`src/rtl/avalon_st_rl_source_if.sv`:
```
`default_nettype none
// +------------------------------------------------------------------------+
// | Module      : avalon_st_rl_source_if                                   |
// | Description : Handshake bundle for avalon_st_rl_source. The upstream   |
// |               side is readyLatency=0, the downstream side is           |
// |               readyLatency=READY_LATENCY.                              |
// | Revision    : 1.0 - initial release                                    |
// +------------------------------------------------------------------------+
interface avalon_st_rl_source_if #(
    parameter int DATA_WIDTH = 42
);
    // Upstream, readyLatency = 0
    logic                  in_valid;
    logic                  in_ready;
    logic [DATA_WIDTH-1:0] in_data;
    logic                  in_sop;
    logic                  in_eop;

    // Downstream, readyLatency = READY_LATENCY
    logic                  out_ready;
    logic                  out_valid;
    logic [DATA_WIDTH-1:0] out_data;
    logic                  out_sop;
    logic                  out_eop;

    // Adapter view: it is the ST source towards the downstream sink
    modport master (
        input  in_valid, in_data, in_sop, in_eop, out_ready,
        output in_ready, out_valid, out_data, out_sop, out_eop
    );

    // Environment view: upstream source plus downstream sink
    modport slave (
        output in_valid, in_data, in_sop, in_eop, out_ready,
        input  in_ready, out_valid, out_data, out_sop, out_eop
    );
endinterface
`default_nettype wire

```
`src/rtl/avalon_st_rl_source.sv`:
```
`default_nettype none
// +------------------------------------------------------------------------+
// | Module      : avalon_st_rl_source                                      |
// | Description : Avalon-ST transmit-side timing adapter. Buffers beats    |
// |               from a readyLatency=0 source in a 2-entry store and      |
// |               launches them to a sink with readyLatency=READY_LATENCY, |
// |               only when ready was seen READY_LATENCY cycles earlier.   |
// |               Optional statistics / framing checker are built when the |
// |               macro AVST_RL_SRC_STATS_EN is defined; otherwise         |
// |               beat_count, pkt_count and proto_err are tied to 0.       |
// | Revision    : 1.0 - initial release                                    |
// +------------------------------------------------------------------------+
module avalon_st_rl_source #(
    parameter int DATA_WIDTH    = 42,
    parameter int READY_LATENCY = 2,   // legal range 1..4
    parameter int BUF_DEPTH     = 2,   // fixed; pointers below are 1 bit
    parameter int CNT_WIDTH     = 16
) (
    input  wire logic                 clk,
    input  wire logic                 reset,
    avalon_st_rl_source_if.master     st,
    output logic [CNT_WIDTH-1:0]      beat_count,
    output logic [CNT_WIDTH-1:0]      pkt_count,
    output logic                      proto_err
);

    localparam int         c_ENTRY_W = DATA_WIDTH + 2;
    localparam logic [1:0] c_FULL    = 2'(BUF_DEPTH);

    // Buffer storage: each entry is {sop, eop, data}
    logic [c_ENTRY_W-1:0] r_mem [BUF_DEPTH];
    logic [1:0]           r_count;
    logic                 r_wr_ptr;
    logic                 r_rd_ptr;
    logic [c_ENTRY_W-1:0] w_head;

    logic                 w_in_ready;
    logic                 w_push;
    logic                 w_credit;
    logic                 w_launch;

    logic                  r_out_valid;
    logic [DATA_WIDTH-1:0] r_out_data;
    logic                  r_out_sop;
    logic                  r_out_eop;

    assign w_in_ready = (r_count != c_FULL) && !reset;
    assign w_push     = st.in_valid && w_in_ready;
    assign w_head     = r_mem[r_rd_ptr];
    // A launch needs ready seen READY_LATENCY-1 cycles ago; registering it
    // makes out_valid appear exactly READY_LATENCY cycles after that ready.
    assign w_launch   = w_credit && (r_count != 2'd0);

    assign st.in_ready  = w_in_ready;
    assign st.out_valid = r_out_valid;
    assign st.out_data  = r_out_data;
    assign st.out_sop   = r_out_sop;
    assign st.out_eop   = r_out_eop;

    // Ready history. The oldest stage rh[READY_LATENCY] is never consulted,
    // so only stages 1..READY_LATENCY-1 are built.
    generate
        if (READY_LATENCY == 1) begin : g_rl_direct
            assign w_credit = st.out_ready;
        end else if (READY_LATENCY == 2) begin : g_rl_two
            logic r_rh;
            // Remember last cycle's downstream ready
            always_ff @(posedge clk) begin
                if (reset) r_rh <= 1'b0;
                else       r_rh <= st.out_ready;
            end
            assign w_credit = r_rh;
        end else begin : g_rl_deep
            logic [READY_LATENCY-2:0] r_rh;
            // Shift downstream ready through the history, newest in bit 0
            always_ff @(posedge clk) begin
                if (reset) r_rh <= '0;
                else       r_rh <= {r_rh[READY_LATENCY-3:0], st.out_ready};
            end
            assign w_credit = r_rh[READY_LATENCY-2];
        end
    endgenerate

    // Write an accepted beat at the write pointer (storage needs no reset)
    always_ff @(posedge clk) begin
        if (w_push) r_mem[r_wr_ptr] <= {st.in_sop, st.in_eop, st.in_data};
    end

    // Occupancy and pointers; a push and a pop in the same cycle cancel out
    always_ff @(posedge clk) begin
        if (reset) begin
            r_count  <= 2'd0;
            r_wr_ptr <= 1'b0;
            r_rd_ptr <= 1'b0;
        end else begin
            if (w_push)   r_wr_ptr <= ~r_wr_ptr;
            if (w_launch) r_rd_ptr <= ~r_rd_ptr;
            r_count <= r_count + 2'(w_push) - 2'(w_launch);
        end
    end

    // Registered downstream beat; payload holds when nothing is launched
    always_ff @(posedge clk) begin
        if (reset) begin
            r_out_valid <= 1'b0;
            r_out_data  <= '0;
            r_out_sop   <= 1'b0;
            r_out_eop   <= 1'b0;
        end else begin
            r_out_valid <= w_launch;
            if (w_launch) {r_out_sop, r_out_eop, r_out_data} <= w_head;
        end
    end

`ifdef AVST_RL_SRC_STATS_EN
    localparam logic [0:0] ST_IDLE   = 1'b0;
    localparam logic [0:0] ST_IN_PKT = 1'b1;

    logic [0:0]           r_state;
    logic [0:0]           w_state_nxt;
    logic                 w_frame_err;
    logic [CNT_WIDTH-1:0] r_beat_count;
    logic [CNT_WIDTH-1:0] r_pkt_count;
    logic                 r_proto_err;

    // Framing state advances only on an upstream accept
    always_ff @(posedge clk) begin
        if (reset)       r_state <= ST_IDLE;
        else if (w_push) r_state <= w_state_nxt;
    end

    // Framing rules; errors are only flagged, beats pass through unchanged
    always_comb begin
        w_state_nxt = r_state;
        w_frame_err = 1'b0;
        case (r_state)
            ST_IDLE: begin
                if (st.in_sop) w_state_nxt = st.in_eop ? ST_IDLE : ST_IN_PKT;
                else           w_frame_err = 1'b1;
            end
            ST_IN_PKT: begin
                if (st.in_sop) begin
                    w_frame_err = 1'b1;
                    w_state_nxt = st.in_eop ? ST_IDLE : ST_IN_PKT;
                end else if (st.in_eop) begin
                    w_state_nxt = ST_IDLE;
                end
            end
            default: w_state_nxt = ST_IDLE;
        endcase
    end

    // Launch statistics (wrapping) and sticky framing error
    always_ff @(posedge clk) begin
        if (reset) begin
            r_beat_count <= '0;
            r_pkt_count  <= '0;
            r_proto_err  <= 1'b0;
        end else begin
            if (w_launch) r_beat_count <= r_beat_count + CNT_WIDTH'(1);
            if (w_launch && w_head[DATA_WIDTH]) r_pkt_count <= r_pkt_count + CNT_WIDTH'(1);
            if (w_push && w_frame_err) r_proto_err <= 1'b1;
        end
    end

    assign beat_count = r_beat_count;
    assign pkt_count  = r_pkt_count;
    assign proto_err  = r_proto_err;
`else
    assign beat_count = '0;
    assign pkt_count  = '0;
    assign proto_err  = 1'b0;
`endif

endmodule
`default_nettype wire

```
`src/flat_wrapper.sv`:
```
// flat-port wrapper written by rule: the top's interface ports become plain ports
module avalon_st_rl_source_flat 
#(
    parameter int DATA_WIDTH    = 42,
    parameter int READY_LATENCY = 2,                      
    parameter int BUF_DEPTH     = 2,                                     
    parameter int CNT_WIDTH     = 16
)
  (clk, reset, beat_count, pkt_count, proto_err, st_in_valid, st_in_data, st_in_sop, st_in_eop, st_out_ready, st_in_ready, st_out_valid, st_out_data, st_out_sop, st_out_eop);
  avalon_st_rl_source_if #(.DATA_WIDTH(DATA_WIDTH)) st_i ();
  input  wire logic clk;
  input  wire logic reset;
  output logic [CNT_WIDTH-1:0] beat_count;
  output logic [CNT_WIDTH-1:0] pkt_count;
  output logic proto_err;
  input wire logic [$bits(st_i.in_valid)-1:0] st_in_valid;
  input wire logic [$bits(st_i.in_data)-1:0] st_in_data;
  input wire logic [$bits(st_i.in_sop)-1:0] st_in_sop;
  input wire logic [$bits(st_i.in_eop)-1:0] st_in_eop;
  input wire logic [$bits(st_i.out_ready)-1:0] st_out_ready;
  output wire logic [$bits(st_i.in_ready)-1:0] st_in_ready;
  output wire logic [$bits(st_i.out_valid)-1:0] st_out_valid;
  output wire logic [$bits(st_i.out_data)-1:0] st_out_data;
  output wire logic [$bits(st_i.out_sop)-1:0] st_out_sop;
  output wire logic [$bits(st_i.out_eop)-1:0] st_out_eop;
  assign st_i.in_valid = st_in_valid;
  assign st_i.in_data = st_in_data;
  assign st_i.in_sop = st_in_sop;
  assign st_i.in_eop = st_in_eop;
  assign st_i.out_ready = st_out_ready;
  assign st_in_ready = st_i.in_ready;
  assign st_out_valid = st_i.out_valid;
  assign st_out_data = st_i.out_data;
  assign st_out_sop = st_i.out_sop;
  assign st_out_eop = st_i.out_eop;
  avalon_st_rl_source #(.DATA_WIDTH(DATA_WIDTH), .READY_LATENCY(READY_LATENCY), .BUF_DEPTH(BUF_DEPTH), .CNT_WIDTH(CNT_WIDTH)) u_core (.clk(clk), .reset(reset), .st(st_i), .beat_count(beat_count), .pkt_count(pkt_count), .proto_err(proto_err));
endmodule
```
`config.mk`:
```
export PLATFORM = sky130hd
export DESIGN_NAME = avalon_st_rl_source_flat
export DESIGN_NICKNAME = d
export VERILOG_FILES = /design/src/rtl/avalon_st_rl_source_if.sv /design/src/rtl/avalon_st_rl_source.sv /design/src/flat_wrapper.sv
export SDC_FILE = /design/constraint.sdc
export NUM_CORES = 1
export LEC_CHECK = 0
export CAP_MARGIN = 20
export CORE_AREA = 8 8 120 122
export CTS_CLUSTER_DIAMETER = 30
export CTS_CLUSTER_SIZE = 12
export DETAILED_ROUTE_END_ITERATION = 6
export DIE_AREA = 0 0 128 130
export HOLD_SLACK_MARGIN = 0.15
export PLACE_DENSITY = 0.72
export SLEW_MARGIN = 30
export SYNTH_ARGS = -nofsm -noshare
export SYNTH_HDL_FRONTEND = slang
export SYNTH_SLANG_ARGS = --single-unit
```
`constraint.sdc`:
```
create_clock -name clk -period 4.2 [get_ports clk]
set_input_delay 0.42 -clock clk [delete_from_list [all_inputs] [get_ports clk]]
set_output_delay 0.42 -clock clk [all_outputs]
set_load 0.005 [all_outputs]
```
# Word-level counts from Yosys, hierarchy flattened
# Memories as Yosys holds them, arrays and structs flattened. A register that Yosys moved wholly into a read port is not among the register bits.
# Cells that the tools add are included.
# totals
regBits,6
ram_bits,88
inputBits,48
out_inout_bits,79
word_cells,18
mem_count,1
# classes
n_addsub,2
n_eq_ne,1
mux,2
bitwise,2
reduce_logical,5
# mem_list
name,words,width,rd,rd_clocked_by_memory_dff,wr,line,text
u_core.r_mem,2,44,1,1,1,avalon_st_rl_source.sv:31,logic [c_ENTRY_W-1:0] r_mem [BUF_DEPTH];
# ops
op,n
logical AND 1 bit,3
adder 2 x 1 -> 2 bit,1
two-way mux 1 bit,2
!= test 2 bit (second input constant),1
inverter 1 bit,2
nonzero test 2 bit,1
subtractor 2 x 1 -> 2 bit,1
zero test 1 bit,1

# Longest topological paths before layout
# Gate-level depths: netlist of the first run.
# logic_depth
word_depth,5
depth_mapped,9
ltp_nobuf,7

# Least setup slack after synthesis of the first run
# OpenSTA, ideal clock, no wires.
# synth_timing
path_type,input to register
startpoint,input reset
endpoint,memory u_core.r_mem[0][0] (netlist name) (enable)
setup_time_ns,0.451
arrival_ns,2.849
t_required_ns,3.749
setup_slack_ns,0.900
cell_stages,3
path_buffers,1
path_cell_list,buf_2 -> nor3b_2 -> nor2b_1
# synth_between
elab_chain_cells,5
# synth_rtl
element,line,text
"start, declared",flat_wrapper.sv:12,input wire logic reset;
zero test 1 bit,avalon_st_rl_source.sv:47,assign w_in_ready = (r_count != c_FULL) && !reset;
logical AND 1 bit,avalon_st_rl_source.sv:47,
logical AND 1 bit,avalon_st_rl_source.sv:48,assign w_push = st.in_valid && w_in_ready;
two-way mux 1 bit,avalon_st_rl_source.sv:86,"if (w_push) r_mem[r_wr_ptr] <= {st.in_sop, st.in_eop, st.in_data};"
two-way mux 1 bit (not written as such),avalon_st_rl_source.sv:86,
"end, declared",avalon_st_rl_source.sv:31,
# No other way between the ends.

# Final worst setup path of the first run
# layout_timing
startpoint,input reset
endpoint,output st_in_ready
# layout_between
elab_chain_cells,2
# layout_rtl
element,line,text
zero test 1 bit,avalon_st_rl_source.sv:47,
logical AND 1 bit,avalon_st_rl_source.sv:47,
"end, declared",flat_wrapper.sv:21,output wire logic [$bits(st_i.in_ready)-1:0] st_in_ready;
# No other way between the ends.

==> results of run 1 <==
[where the power goes]
part           total (mW)  internal, mW  leakage [nW]  switching, mW
logic               0.425         0.219         0.777          0.206
registers            1.61          1.55          1.21         0.0545
clock network        1.51         0.980         0.279          0.532
[critical path, delay by kind of cell]
family,cells,cell delay [ns]
simple gates,1,0.11
buf+inv,3,1.22
[cells in the final DEF (no fill, tap or decap), drive strengths merged, types with 2 or more instances in the layout]
cell type | netlist | routed
bufinv | 0 | 4
dfxtp | 50 | 50
clkinvlp | 0 | 5
conb | 1 | 33
clkbuf | 2 | 17
mux2i | 45 | 45
nor2 | 47 | 47
clkinv | 0 | 6
inv | 2 | 2
nor2b | 5 | 5
and2 | 2 | 2
buf | 52 | 5
edfxtp | 88 | 88
a211oi | 44 | 44
clkdlybuf4s50 | 0 | 92
ha | 2 | 2
[how the worst min path moves through the flow]
stage / startpoint / end / slack, ns / depth (start not counted)
floorplan: u_core.r_wr_ptr / u_core.r_wr_ptr / 0.45 / 1
global placement: u_core.r_wr_ptr / u_core.r_wr_ptr / 0.49 / 1
detailed placement: u_core.st.out_data[29] / u_core.st.out_data[29] / 0.50 / 2
CTS: reset / u_core.r_wr_ptr / 0.32 / 3
global route: reset / u_core.r_wr_ptr / 0.35 / 3
finish: reset / u_core.r_wr_ptr / 0.34 / 3
[synthesized netlist by cell type]
master,instances
edfxtp_1,88
dfxtp_1,50
mux2i_1,45
a211oi_2,43
nor2_2,43
buf_4,38
buf_6,5
nor2b_1,5
buf_12,4
nor2_1,4
buf_2,3
and2_1,2
clkbuf_1,2
ha_1,2
inv_1,2
a211oi_1,1
buf_1,1
buf_8,1
conb_1,1
nand2b_1,1
nor3_1,1
nor3b_2,1
o21a_1,1
xnor2_1,1
xor2_1,1
[sequential cells by signal, indices dropped and copies added (netlist names)]
register              cells
u_core.r_rd_ptr           1
u_core.r_count            2
u_core.r_wr_ptr           1
u_core.g_rl_two.r_rh      1
u_core.st.out_eop         1
u_core.st.out_sop         1
u_core.r_mem             88
u_core.st.out_data       42
u_core.st.out_valid       1
[logic make-up (layout without fill, tap and decap cells)]
kind of cell,count (synthesis),count (layout),synth area share
buffers and inverters,56,131,0.08530
flip-flops,138,138,0.6606
multiplexers,45,45,0.08167
other,1,33,0.0006799
XOR/XNOR,2,2,0.003177
AO/OA/AOI/OAI,45,45,0.1003
adder cells (fa/ha/maj),2,2,0.004536
AND/OR/NAND/NOR,57,57,0.06375
[through the flow]
stage / instances / hold WS [ns] / cell area (um2) / power, mW
floorplan: 378 / 0.4523 / 5635 / 1.926
global placement: 593 / 0.4907 / 6361 / 2.056
detailed placement: 593 / 0.4966 / 6362 / 2.066
CTS: 625 / 0.3162 / 6969 / 3.582
global route: 625 / 0.3469 / 6969 / 3.679
finish: 625 / 0.3406 / 6969 / 3.542
[routing by layer]
metal,up-vias,global-route usage,share of wire
li1,1388,-,-
met1,1368,0.1385,0.43
met2,106,0.1914,0.47
met3,12,0.05222,0.090
met4,2,0.05664,0.0086
met5,-,0,0.0010
[final cells by class]
class                   count  area [um2]
fillers                  1011        5445
flip-flops and latches    138        3645
multi-input cells         184        1539
repair buffers             97       955.9
clock buffers              17       425.4
well taps                 172       215.2
clock inverters            15       181.4
inverters                   2       7.507
==> impl_metrics.py, run 1 <==
metrics = {
    "outcome": {
        "status": "finished clean",
    },
    "clocking": {
        "htreeDepth": 4,
        "clockRootBuffer": "clkbuf_16",
        "clk_latency_ns": 0.40,
        "cts_resized": 0,
        "clk_pin_slew_worst_paths_ns": 0.06,
        "cts.sinks": 138,
        "postCtsHoldBufs": 0,
        "numCtsBuffers": 17,
        "postCtsSetupBuffers": 0,
        "cts_tree": "done",
        "clk_path_buf_depth": 2,
    },
    "power_and_ir_drop": {
        "powerDensity_mw_per_mm2": 508.2,
        "p_leak_nw": 2.269,
        "irDropWorstVdd_uv": 249.7,
    },
    "final_layout": {
        "layout-drive-gt1-share": 0.2715,
        "antenna_cells": 0,
        "finalCoreUtilization": 0.5614,
        "final_nets": 490,
        "area_growth_pct": 26.36,
    },
    "floorplan": {
        "floorplan.initialDensity": 0.4443,
        "rows": 41,
        "dieArea_mm2": 0.01664,
        "die_y_um": 130,
        "io_pins": 127,
        "die_w_um": 128,
        "core_mm2": 0.01241,
    },
    "worst_setup_path": {
        "crit_arrival_ns": 1.75,
        "rrSetupSlack_ns": 2.09,
        "crit_path_max_incr_delay_ns": 0.65,
        "r2r_cells": 4,
        "crit_end": "st_in_ready",
        "critPathMaxFanout": 51,
        "crit_type": "input pin to output pin",
        "cp_slowest_cell": "buf_4",
        "cp-start-kind": "input pin",
        "critPathRequiredTime_ns": 3.78,
        "r2r-end": "u_core.r_rd_ptr",
        "worst_setup_path_end_kind": "output pin",
        "path_cells": "buf_2, buf_4, nor2_1, clkdlybuf4s50_1",
        "rr_startpoint": "u_core.r_count[1]",
        "setup.worst_path.start": "reset",
    },
    "synth": {
        "synthCells": 346,
        "ys_seq_area_frac": 0.6606,
        "netlist_top_cells_area": "edfxtp_1, dfxtp_1, a211oi_2, mux2i_1, buf_4",
        "postSynthAreaPerCell_um2": 15.94,
        "netlist_area_mm2": 0.005515,
        "synth_area_leader_cell": "edfxtp_1",
        "synth_seq_cells": 138,
        "ys_types": 25,
        "ys.warnings.count": 0,
        "synth_top_area_share": 0.4791,
    },
    "drt": {
        "vias_per_cell": 4.602,
        "post_drt_wl_per_cell_um": 15.59,
        "first_iter_violations": 119,
        "drt-pass1-iter-count": 6,
        "ant_nets": 0,
        "vias": 2876,
        "drt_wl_total_um": 9741,
        "post-route-drc-count": 0,
    },
    "timing": {
        "fin_crit_sh": 0.5169,
        "rsz0062_at_grt": "false",
        "fin_tns_setup_ns": 0,
        "worst_slew_pin_slew_ns": 0.8168,
        "fin_ws_ns": 2.029,
        "period_needed_ns": 2.171,
        "clock_skew_ns": 0.005355,
        "slew_violations": 0,
        "final-setup-viol-count": 0,
        "max_freq_mhz": 460.7,
        "slew_headroom": 0.4555,
        "hold_violations": 0,
    },
    "global_route": {
        "overflow": 0,
        "grt_max_degree": 52,
        "grt_usage": 0.1206,
        "grt_pass1_vias": 3050,
        "antenna_found_initial": 1,
        "grt_pass1_wl_um": 15260,
    },
    "placement": {
        "place_worst_setup_slack_ns": 1.741,
        "gp_congestion": 0.6729,
        "dp_hpwl_um": 6464,
        "port_buffers": 93,
    },
    "min_path": {
        "min_path_type": "input pin to flip-flop",
    },
    "job": {
        "cap_violations": 0,
    },
}
Power figures use the tool's default switching activity.
==> run 2, diff against run 1 <==
Settings changed: PLACE_DENSITY 0.72 to 0.75.
Clock period 4.2 ns to 1.9 ns, I/O delays scaled along.
==> run 2 against run 1 <==
  * Largest power group unchanged
  * Critical endpoint unchanged
  * Worst setup slack got worse by 1.9 ns
  * Final cell count increased by 1.3%
  * Highest routed layer unchanged
  * Count of clock-buffer cells in the layout increased by 1
==> impl_metrics.py, run 2 (synthesized netlist as in run 1, its figures left out) <==
metrics = {
    "drt": {
        "wl_met1_um": 4505,
        "vias_per_cell": 4.626,
        "drt-pass1-iter-count": 4,
        "met3_length_um": 890,
        "post-route-drc-count": 0,
        "dr_wl_met2_um": 4841,
        "first_iter_violations": 163,
        "ant_nets": 0,
        "post_drt_wl_per_cell_um": 16.29,
        "vias": 2928,
        "drt_wl_total_um": 10310,
        "top_layer": "met5",
    },
    "worst_setup_path": {
        "setup.worst_path.start": "u_core.r_count[1]",
        "crit_type": "flip-flop to output pin",
        "crit_arrival_ns": 1.60,
        "cp-start-kind": "flip-flop",
        "critPathMaxFanout": 4,
        "worst_setup_path_end_kind": "output pin",
        "rr_startpoint": "u_core.r_count[1]",
        "critPathRequiredTime_ns": 1.71,
    },
    "clocking": {
        "clockRootBuffer": "clkbuf_16",
        "postCtsHoldBufs": 0,
        "clk_pin_slew_worst_paths_ns": 0.06,
        "htreeDepth": 4,
        "cts_resized": 0,
        "cts.sinks": 138,
        "numCtsBuffers": 17,
        "clk_latency_ns": 0.40,
        "cts_tree": "done",
        "clk_path_buf_depth": 2,
        "postCtsSetupBuffers": 0,
    },
    "final_layout": {
        "multiInputGateArea_mm2": 0.001538,
        "area_growth_pct": 28.56,
        "antenna_cells": 0,
        "finalCoreUtilization": 0.5712,
        "final_nets": 498,
        "fillers": 1022,
        "largest_register_ffs": 88,
        "regArea_mm2": 0.003645,
        "stdcell_count": 633,
        "final_common_cell": "clkdlybuf4s50_1",
        "layout-drive-gt1-share": 0.2863,
        "layout_common_cells": "clkdlybuf4s50_1, edfxtp_1, dfxtp_1",
        "largest_register": "u_core.r_mem",
    },
    "outcome": {
        "status": "finished clean",
    },
    "placement": {
        "dp_hpwl_um": 7072,
        "port_buffers": 93,
        "dp_cells": 601,
        "gp_congestion": 0.6930,
        "place_worst_setup_slack_ns": 0.1488,
    },
    "timing": {
        "slew_headroom": 0.5581,
        "fin_crit_sh": 0.9421,
        "fin_ws_ns": 0.1100,
        "rsz0062_at_grt": "false",
        "max_freq_mhz": 558.7,
        "final-setup-viol-count": 0,
        "clock_skew_ns": 0.01038,
        "period_needed_ns": 1.790,
        "hold_violations": 0,
        "worst_slew_pin_slew_ns": 0.6628,
        "whs_ns": 0.2753,
        "slew_violations": 0,
        "fin_tns_setup_ns": 0,
    },
    "global_route": {
        "grt_usage": 0.1247,
        "overflow": 0,
        "antenna_found_initial": 1,
        "grt_pass1_vias": 3108,
        "grt_pass1_wl_um": 15840,
        "grt_max_degree": 91,
    },
    "job": {
        "cap_violations": 0,
    },
    "min_path": {
        "hp-start": "reset",
        "min_path_type": "input pin to flip-flop",
    },
    "floorplan": {
        "dieArea_mm2": 0.01664,
        "core_mm2": 0.01241,
        "die_w_um": 128,
        "io_pins": 127,
        "rows": 41,
        "floorplan.initialDensity": 0.4443,
        "die_y_um": 130,
    },
    "power_and_ir_drop": {
        "powerDensity_mw_per_mm2": 1115,
        "irDropWorstVdd_uv": 585.3,
        "p_leak_nw": 2.336,
    },
}
-- run 2: critical path, cell delays in order, from the launching register on --
cell,delay [ns]
dfxtp_1,0.34
nor2b_1,0.16
nor2_1,0.15
clkdlybuf4s50_1,0.54
-- run 2: metal layers --
metal,GRT usage,up-vias
met3,0.06120,9
met5,0,-
met2,0.2054,101
met4,0.03357,2
met1,0.1418,1416
li1,-,1400
-- run 2: worst paths after layout --
kind	cells past startpoint	endpoint	slack [ns]
worst max-delay path	3	st_in_ready	0.11
worst min-delay path	3	u_core.r_count[0]	0.28
worst max register to register	7	u_core.r_count[1]	0.27
worst min register to register	2	u_core.st.out_data[29]	0.50
-- run 2: cell type report --
| cell class | count | share of cell area |
|---|---|---|
| Tap cell | 172 | 0.03035 |
| Timing Repair Buffer | 105 | 0.1521 |
| Clock inverter | 14 | 0.02506 |
| Multi-Input combinational cell | 184 | 0.2169 |
| Sequential cell | 138 | 0.5140 |
| Inverter | 2 | 0.001059 |
| Clock buffer | 18 | 0.06053 |
-- run 2: power by group --
group / leakage [nW] / internal [mW] / switching, mW / total [mW]
combinational: 0.833 / 0.523 / 0.490 / 1.01
sequential: 1.21 / 3.43 / 0.104 / 3.53
clock: 0.289 / 2.18 / 1.19 / 3.37
total: 2.34 / 6.13 / 1.78 / 7.91
-- run 2: stage by stage --
step | power (mW) | cell area, um2
2_1_floorplan | 4.257 | 5644
6_report | 7.909 | 7091
3_5_place_dp | 4.619 | 6484
4_1_cts | 7.987 | 7091
5_1_grt | 8.221 | 7091
3_3_place_gp | 4.581 | 6484
